$ cat src/rtl/beacon_pkg.sv
// ============================================================================
// Module   : beacon_pkg
// Purpose  : Shared class codes, FSM state type and counter width.
// Revision : 1.0
// ============================================================================
`default_nettype none

package beacon_pkg;

    localparam int CNT_W = 8;

    localparam logic [1:0] CLS_NONE = 2'd0;
    localparam logic [1:0] CLS_A    = 2'd1;
    localparam logic [1:0] CLS_B    = 2'd2;

    typedef enum logic [1:0] {
        IDLE      = 2'd0,
        CANDIDATE = 2'd1,
        LOCKED    = 2'd2,
        LOSING    = 2'd3
    } state_t;

endpackage

`default_nettype wire

$ cat src/rtl/beacon_band_match.sv
// ============================================================================
// Module   : beacon_band_match
// Purpose  : Optional 2-tap averager (BEACON_AVG_EN) plus two-band classifier.
// Revision : 1.0
// ============================================================================
`default_nettype none

module beacon_band_match #(
    parameter int               WIDTH      = 32,
    parameter logic [WIDTH-1:0] BAND_A_MIN = WIDTH'(1),
    parameter logic [WIDTH-1:0] BAND_A_MAX = WIDTH'(2),
    parameter logic [WIDTH-1:0] BAND_B_MIN = WIDTH'(8),
    parameter logic [WIDTH-1:0] BAND_B_MAX = WIDTH'(12)
) (
    input  logic             clk,
    input  logic             rst,
    input  logic [WIDTH-1:0] freq_in,
    input  logic             freq_valid,
    output logic [1:0]       match
);
    import beacon_pkg::*;

    logic [WIDTH-1:0] x;

`ifdef BEACON_AVG_EN
    logic [WIDTH-1:0] prev_q, prev_d;
    logic             prev_ok_q, prev_ok_d;
    logic [WIDTH:0]   sum;

    always_comb begin
        prev_d    = prev_q;
        prev_ok_d = prev_ok_q;
        if (freq_valid) begin
            prev_d    = freq_in;
            prev_ok_d = 1'b1;
        end
    end

    always_ff @(posedge clk) begin
        if (rst) begin
            prev_q    <= '0;
            prev_ok_q <= 1'b0;
        end else begin
            prev_q    <= prev_d;
            prev_ok_q <= prev_ok_d;
        end
    end

    // Sum kept one bit wider so the carry survives the halving.
    assign sum = {1'b0, freq_in} + {1'b0, prev_q};
    assign x   = prev_ok_q ? WIDTH'(sum >> 1) : freq_in;
`else
    logic unused_avg;
    assign unused_avg = &{1'b0, clk, rst, freq_valid};
    assign x          = freq_in;
`endif

    // Band A is tested first so it wins where the bands overlap.
    always_comb begin
        match = CLS_NONE;
        if (x >= BAND_A_MIN && x <= BAND_A_MAX)
            match = CLS_A;
        else if (x >= BAND_B_MIN && x <= BAND_B_MAX)
            match = CLS_B;
    end

endmodule

`default_nettype wire

$ cat src/rtl/beacon_classifier.sv
// ============================================================================
// Module   : beacon_classifier
// Purpose  : Debounced beacon identity from per-window edge counts.
//            Optional input averaging is enabled by defining BEACON_AVG_EN.
// Revision : 1.0
// ============================================================================
`default_nettype none

module beacon_classifier #(
    parameter int               WIDTH      = 32,
    parameter logic [WIDTH-1:0] BAND_A_MIN = WIDTH'(1),
    parameter logic [WIDTH-1:0] BAND_A_MAX = WIDTH'(2),
    parameter logic [WIDTH-1:0] BAND_B_MIN = WIDTH'(8),
    parameter logic [WIDTH-1:0] BAND_B_MAX = WIDTH'(12),
    parameter int               CONFIRM_N  = 3,
    parameter int               LOSS_N     = 2
) (
    input  logic             clk,
    input  logic             rst,
    input  logic [WIDTH-1:0] freq_in,
    input  logic             freq_valid,
    output logic [1:0]       beacon_class,
    output logic             class_valid,
    output logic             class_change
);
    import beacon_pkg::*;

    localparam logic [CNT_W-1:0] CONFIRM_TGT = CNT_W'(CONFIRM_N);
    localparam logic [CNT_W-1:0] LOSS_TGT    = CNT_W'(LOSS_N);

    logic [1:0] m;

    beacon_band_match #(
        .WIDTH      (WIDTH),
        .BAND_A_MIN (BAND_A_MIN),
        .BAND_A_MAX (BAND_A_MAX),
        .BAND_B_MIN (BAND_B_MIN),
        .BAND_B_MAX (BAND_B_MAX)
    ) u_match (
        .clk        (clk),
        .rst        (rst),
        .freq_in    (freq_in),
        .freq_valid (freq_valid),
        .match      (m)
    );

    state_t           state_q, state_d;
    logic [1:0]       cand_q, cand_d;
    logic [CNT_W-1:0] cnt_q, cnt_d;
    logic [CNT_W-1:0] miss_q, miss_d;
    logic [1:0]       class_q, class_d;
    logic             valid_q, valid_d;
    logic             change_q, change_d;

    always_comb begin
        state_d  = state_q;
        cand_d   = cand_q;
        cnt_d    = cnt_q;
        miss_d   = miss_q;
        class_d  = class_q;
        change_d = 1'b0;
        if (freq_valid) begin
            unique case (state_q)
                IDLE: begin
                    if (m != CLS_NONE) begin
                        cand_d = m;
                        if (CONFIRM_TGT == 8'd1) begin
                            state_d  = LOCKED;
                            class_d  = m;
                            change_d = 1'b1;
                        end else begin
                            state_d = CANDIDATE;
                            cnt_d   = 8'd1;
                        end
                    end
                end
                CANDIDATE: begin
                    if (m == cand_q) begin
                        if (cnt_q + 8'd1 == CONFIRM_TGT) begin
                            state_d  = LOCKED;
                            class_d  = cand_q;
                            change_d = 1'b1;
                            cnt_d    = '0;
                        end else begin
                            cnt_d = cnt_q + 8'd1;
                        end
                    end else if (m != CLS_NONE) begin
                        cand_d = m;
                        cnt_d  = 8'd1;
                    end else begin
                        state_d = IDLE;
                        cnt_d   = '0;
                    end
                end
                LOCKED: begin
                    if (m != class_q) begin
                        if (LOSS_TGT == 8'd1) begin
                            state_d  = IDLE;
                            class_d  = CLS_NONE;
                            change_d = 1'b1;
                        end else begin
                            state_d = LOSING;
                            miss_d  = 8'd1;
                        end
                    end
                end
                LOSING: begin
                    if (m == class_q) begin
                        state_d = LOCKED;
                        miss_d  = '0;
                    end else if (miss_q + 8'd1 == LOSS_TGT) begin
                        // Unlocking window is not reused as a new candidate.
                        state_d  = IDLE;
                        class_d  = CLS_NONE;
                        change_d = 1'b1;
                        miss_d   = '0;
                    end else begin
                        miss_d = miss_q + 8'd1;
                    end
                end
                default: state_d = IDLE;
            endcase
        end
        valid_d = (state_d == LOCKED) || (state_d == LOSING);
    end

    always_ff @(posedge clk) begin
        if (rst) begin
            state_q  <= IDLE;
            cand_q   <= CLS_NONE;
            cnt_q    <= '0;
            miss_q   <= '0;
            class_q  <= CLS_NONE;
            valid_q  <= 1'b0;
            change_q <= 1'b0;
        end else begin
            state_q  <= state_d;
            cand_q   <= cand_d;
            cnt_q    <= cnt_d;
            miss_q   <= miss_d;
            class_q  <= class_d;
            valid_q  <= valid_d;
            change_q <= change_d;
        end
    end

    assign beacon_class = class_q;
    assign class_valid  = valid_q;
    assign class_change = change_q;

endmodule

`default_nettype wire

$ cat config.mk
export PLATFORM = sky130hd
export DESIGN_NAME = beacon_classifier
export DESIGN_NICKNAME = d
export VERILOG_FILES = /design/src/rtl/beacon_pkg.sv /design/src/rtl/beacon_band_match.sv /design/src/rtl/beacon_classifier.sv
export SDC_FILE = /design/constraint.sdc
export NUM_CORES = 1
export LEC_CHECK = 0
export BUFFER_PORTS_ARGS = -buffer_cell sky130_fd_sc_hd__buf_2
export CORE_ASPECT_RATIO = 0.9
export CORE_UTILIZATION = 55
export CTS_BUF_LIST = sky130_fd_sc_hd__clkbuf_8 sky130_fd_sc_hd__clkbuf_16
export DETAILED_ROUTE_END_ITERATION = 10
export PLACE_DENSITY = 0.82
export SYNTH_ARGS = -nofsm -noshare
export SYNTH_HDL_FRONTEND = slang
export SYNTH_HIERARCHICAL = 1
export SYNTH_SLANG_ARGS = --single-unit
$ cat constraint.sdc
create_clock -name clk -period 5.42 [get_ports clk]
set_input_delay 1.084 -clock clk [delete_from_list [all_inputs] [get_ports clk]]
set_output_delay 1.084 -clock clk [all_outputs]
set_load 0.005 [all_outputs]
; Word-level counts from Yosys, hierarchy flattened
; Cells that the tools add are included.
[totals]
reg_bits = 24
wordCells = 77
inputBits = 35
out_inout_bits = 4
[op_classes]
magnitude_cmp = 4
n_eq_ne = 17
n_reduce_logical = 13
n_bitwise = 1
n_mux = 33
add_sub_neg = 2
[ops]
columns = op, count
row1 = 8-bit two-way mux, 6
row2 = "32-bit by 1-bit >= comparator with 1-bit output, second input constant", 1
row3 = "32-bit by 4-bit >= comparator with 1-bit output, second input constant", 1
row4 = "32-bit by 2-bit less-or-equal comparator with 1-bit output, second input constant", 1
row5 = "32-bit by 4-bit less-or-equal comparator with 1-bit output, second input constant", 1
row6 = 2-bit two-way mux, 16
row7 = 8-bit case mux with 2 select lines, 2
row8 = "8-bit by 1-bit adder with 8-bit output, second input constant", 2
row9 = "8-bit by 2-bit equality test with 1-bit output, second input constant", 2
row10 = "2-bit != test, second input constant", 7
row11 = 3-bit AND reduction, 3
row12 = "2-bit equality test, second input constant", 4
row13 = 2-bit case mux with 2 select lines, 2
row14 = 2-bit case mux with 4 select lines, 1
row15 = 2-bit nonzero test, 4
row16 = 6-bit AND reduction, 1
row17 = 1-bit two-way mux, 5
row18 = 2-bit equality test, 2
row19 = "2-bit by 1-bit equality test with 1-bit output, second input constant", 1
row20 = 1-bit logical AND, 2
row21 = 2-bit logical NOT, 1
row22 = 2-bit != test, 1
row23 = 1-bit case mux with 2 select lines, 1
row24 = 2-bit OR reduction, 1
row25 = 2 further kinds, 2

; Longest topological paths before layout
[logic_depth]
ltp_word = 11
mapped_depth = 10
depth_no_buf = 9

; Cells and area by module
; Netlist, hierarchy kept.
[modules_own_cells]
columns = mod, cells_per_inst, instances, seq_area_each_um2, area_per_inst_um2
row1 = beacon_classifier, 179, 1, 480.5, 1426.4
row2 = beacon_band_match, 15, 1, 0.0, 88.8

; Least setup slack after synthesis
; Ideal clock, no wire load.
[synth_path]
kind = input -> register
from = input freq_in[18]
to = register cnt_q[3]
required_time_ps = 5350
setup_ps = 70
stages = 8
slack_ps = 2364
n_path_buf = 1
arrival_ps = 2985
path_cell_list = nor4_1 > nand4_1 > nor3_1 > buf_2 > xnor2_1 > nand4_1 > or4b_2 > a21oi_1
[synth_between]
elab_chain_cells = 7
elab_cells_between_ends = 14
classes_between = order compare (4) / eq/ne (2) / mux (4) / reduce/logical (4)
[synth_rtl]
columns = element, line_no
row1 = "start, declared", beacon_classifier.sv:20  ; input logic [WIDTH-1:0] freq_in,
row2 = 32-bit by 4-bit >= comparator with 1-bit output or 32-bit by 4-bit less-or-equal comparator with 1-bit output (tied branches), beacon_band_match.sv:63  ; else if (x >= BAND_B_MIN && x <= BAND_B_MAX)
row3 = 1-bit logical AND, beacon_band_match.sv:63
row4 = 2-bit two-way mux, beacon_band_match.sv:63
row5 = 2-bit two-way mux *, beacon_band_match.sv:61  ; if (x >= BAND_A_MIN && x <= BAND_A_MAX)
row6 = net m[1], beacon_classifier.sv:31  ; logic [1:0] m;
row7 = 2-bit equality test or 2-bit nonzero test (tied branches), "beacon_classifier.sv:78, beacon_classifier.sv:65"
row8 = 8-bit two-way mux or 2-bit != test (tied branches), n/a
row9 = 8-bit case mux with 2 select lines or 3-bit AND reduction (tied branches), n/a
row10 = "end signal, assigned", beacon_classifier.sv:139  ; cnt_q <= cnt_d;
row11 = "end, declared", beacon_classifier.sv:49  ; logic [CNT_W-1:0] cnt_q, cnt_d;
; Mark *: on every way through the listed nets, which the timed path passes. The rest lies on a longest branch.
; A chain may end at the register's enable or synchronous reset.

; Worst setup path in the final report
[layout_path]
from = input freq_in[23]
to = register miss_q[5]
[layout_between]
elab_chain_cells = 7
elab_cells_between_ends = 14
classes_between = order compare (4) / eq/ne (3) / mux (4) / reduce/logical (3)
[layout_rtl]
columns = element, line_no
row1 = 32-bit by 4-bit >= comparator with 1-bit output or 32-bit by 4-bit less-or-equal comparator with 1-bit output (tied branches), beacon_band_match.sv:63
row2 = 1-bit logical AND, beacon_band_match.sv:63
row3 = 2-bit two-way mux, beacon_band_match.sv:63
row4 = 2-bit two-way mux *, beacon_band_match.sv:61
row5 = net m[1], beacon_classifier.sv:31
row6 = 2-bit equality test or 2-bit != test (tied branches), "beacon_classifier.sv:108, beacon_classifier.sv:96"
row7 = 8-bit two-way mux or 2-bit != test (tied branches), n/a
row8 = 8-bit case mux with 2 select lines or 3-bit AND reduction (tied branches), n/a
row9 = "end signal, assigned", beacon_classifier.sv:140  ; miss_q <= miss_d;
row10 = "end, declared", beacon_classifier.sv:50  ; logic [CNT_W-1:0] miss_q, miss_d;
; Marked as above.

==> flow_metrics.tcl <==
set metrics [dict create \
    status "finished, violations left" \
    violations "DRC" \
    nets 270 \
    fin_cells 258 \
    cellPowerDensity_nw_per_um2 181 \
    cts_resized 0 \
    max_freq_mhz 277 \
    clock_sinks 24 \
    setup_viol 0 \
    yosysTopAreaCell "dfxtp_1" \
    grt_start_max_net_pins 24 \
    cts_tree "built" \
    drt_iter0_drc 71 \
    ctsHoldBuffers 0 \
    cap_violations 0 \
    syn_nets 233 \
    fin_setup_tns_ns 0 \
    die_w_um 57.3 \
    htreeDepth 1 \
    worstMarginPinSlew_ns 0.907 \
    dr_wl_met3_um 196 \
    drcViolationCount 1 \
    ys_types 43 \
    critPathLaunchType "input pin" \
    start_util_pct 59.9 \
    track_usage_pct 27.5 \
    clockRootBuffer "clkbuf_8" \
    rsz0062_at_grt "no" \
    postPlaceCellArea_um2 1720 \
    cp_max_fo 9 \
    syn_inst 194 \
    reg2reg_slack_ns 3.22 \
    crit_required_ns 5.62 \
    yosys_warnings 6 \
    highest_layer "met4" \
    worst_slack_ns 1.81 \
    synth_top_area_share_pct 31.7 \
    cts_buffers 3 \
    seq_area_frac_synth_pct 31.7 \
    dr.pass1.iters 9 \
    p_leak_nw 0.654 \
    portBuffers 38 \
    finalHoldWorstSlack_ns 0.517 \
    wl_met1_um 1720 \
    coreArea_um2 2530 \
    netlist_area_um2 1520 \
    die_y_um 51.8 \
    synth-main-ff-cell "dfxtp_1" \
    hold_path.class "flip-flop to flip-flop" \
    rows 17 \
    crit_slowest_cell "nor3_1" \
    cp.depth 9 \
    max_stage_delay_ns 0.77 \
    ios 39 \
    r2r-start "cnt_q[0]" \
    die_area_um2 2970 \
    nFillCells 210 \
    peakVddDrop_mv 0.193 \
    grt_pass1_wl_um 6370 \
    place_congestion 0.834 \
    slew_headroom_pct 39.1 \
    area_delta_synth_final_pct 16.8 \
    n_antenna_cell 0 \
    pre_cts_slack_ns 1.63 \
    cts_setup_buffers 0 \
    rr_endpoint "beacon_class[1]" \
    post-route-util_pct 69.9 \
    crit_chain "buf_2, nor4_1, nand4_1, nor3_1, xnor2_1, nand2_1, o21ai_0, o21ai_0, a21oi_1" \
    cp_num_buf_inv 1 \
    reg2reg_depth 7 \
    critPathTopFamily "simple AND/OR/NAND/NOR gates" \
    antenna_found_initial 0 \
    period_share_pct 66.6 \
    grt_pass1_vias 1482 \
    fin_worst_skew_ns 0.00226 \
    synth_most_common_cell "dfxtp_1" \
    placed_cells 254 \
    crit_end "miss_q[5]" \
    antenna_left 0 \
    crit_arrival_ns 3.81 \
    ys_top_cells_by_area "dfxtp_1, a21oi_1, o21ai_0, nand2_1, xnor2_1" \
    dp_hpwl_um 2780 \
    min_path_cells 2 \
    yosys-top-cells-count "dfxtp_1, a21oi_1, nand2_1" \
    viasPerCell 6.34 \
    end_kind "flip-flop" \
    overflow 0 \
    crit_start "freq_in[23]" \
    vias 1637 \
    hold_viol 0 \
    clk_pin_slew_worst_paths_ns 0.08 \
    report.final.slew_viol_count 0 \
    clock_path_buffers 2 \
    synth-async-reset-ratio_pct 0 \
    p_total_uw 320 \
    synth_edf_count 0 \
    ys_ff_latch 24 \
    wl_per_cell_um 14.8 \
    wl_met2_um 1860 \
    syn_avg_cell_area_um2 7.81 \
    wl_um 3810 \
    cpMostUsedCell "o21ai_0" \
    min_period_ns 3.61 \
    worstSetupPathType "input pin to flip-flop" \
    drive_above_1_share_pct 23.5 \
    stdcell_area_um2 1770 \
    clk_latency_ns 0.27 \
]
-- cells in the final DEF (no fill, tap or decap), types with 2 or more instances in the layout --
| master | n |
|---|---|
| and4_4 | 2 |
| o21ai_0 | 18 |
| nor2_1 | 15 |
| o221a_2 | 2 |
| nand3b_1 | 5 |
| nor4_1 | 8 |
| ha_1 | 4 |
| a32o_1 | 3 |
| nor2b_1 | 2 |
| clkbuf_8 | 4 |
| a31oi_1 | 2 |
| nand4_1 | 3 |
| inv_1 | 5 |
| and2_1 | 3 |
| buf_2 | 38 |
| or4_1 | 2 |
| xnor2_1 | 7 |
| nor3_1 | 6 |
| a21oi_1 | 22 |
| nand2_1 | 20 |
| and3_4 | 2 |
| nand3_1 | 9 |
| o31ai_1 | 2 |
| o2111ai_1 | 2 |
| dfxtp_1 | 24 |
| or3_1 | 3 |
-- area by class of cell --
class	instances	area [um^2]	area share, %
sequential	24	480	27.1
clock buffer	4	55.1	3.11
tap	28	35.0	1.98
multi-input combinational	159	991	56.0
timing repair buffer	38	190	10.7
inverter	5	18.8	1.06
-- worst register-to-register path, delay by kind of cell, from the launching register on --
kind / cells / cell delay (ns)
AND/OR/NAND/NOR: 4 / 0.98
XOR/XNOR: 1 / 0.17
flip-flops: 1 / 0.48
adder cells (fa/ha/maj): 1 / 0.30
AO/OA/AOI/OAI: 1 / 0.21
-- worst min path at each step --
stage	slack, ns	endpoint	startpoint
after detailed placement	0.49	miss_q[1]	miss_q[1]
after floorplan	0.46	miss_q[1]	miss_q[1]
after CTS	0.51	miss_q[1]	miss_q[1]
after global placement	0.48	miss_q[1]	miss_q[1]
final	0.52	miss_q[1]	miss_q[1]
after global routing	0.55	miss_q[1]	miss_q[1]
-- logic make-up (layout without fill, tap and decap cells) --
family | Yosys count | after routing | synth area share [%]
AOI/OAI and AO/OA | 60 | 60 | 25.7
xor gates and xnor gates | 7 | 7 | 4.05
buffers and inverters | 11 | 47 | 2.89
adders and majority gates | 4 | 4 | 3.30
DFF | 24 | 24 | 31.7
and+or+nand+nor | 88 | 88 | 32.4
-- registers in the layout, indices dropped and copies added, names as in the netlist --
signal / count
class_change: 1
state_q: 2
cnt_q: 8
cand_q: 2
class_valid: 1
beacon_class: 2
miss_q: 8
-- routing by layer --
metal / up-vias / global-route usage [%]
met3: 5 / 5.47
met1: 779 / 34.0
met4: 0 / 8.54
met5: - / 0
li1: 804 / -
met2: 49 / 48.2
-- where the power goes --
| group | total (mW) | internal (mW) | leakage [nW] | switching, mW |
|---|---|---|---|---|
| Combinational | 0.0192 | 0.0106 | 0.432 | 0.00857 |
| Clock | 0.125 | 0.0650 | 0.0288 | 0.0596 |
| Sequential | 0.176 | 0.176 | 0.193 | 0.0000000342 |
| Total | 0.320 | 0.252 | 0.654 | 0.0681 |
Note: power is estimated with default switching activity, not from simulation.
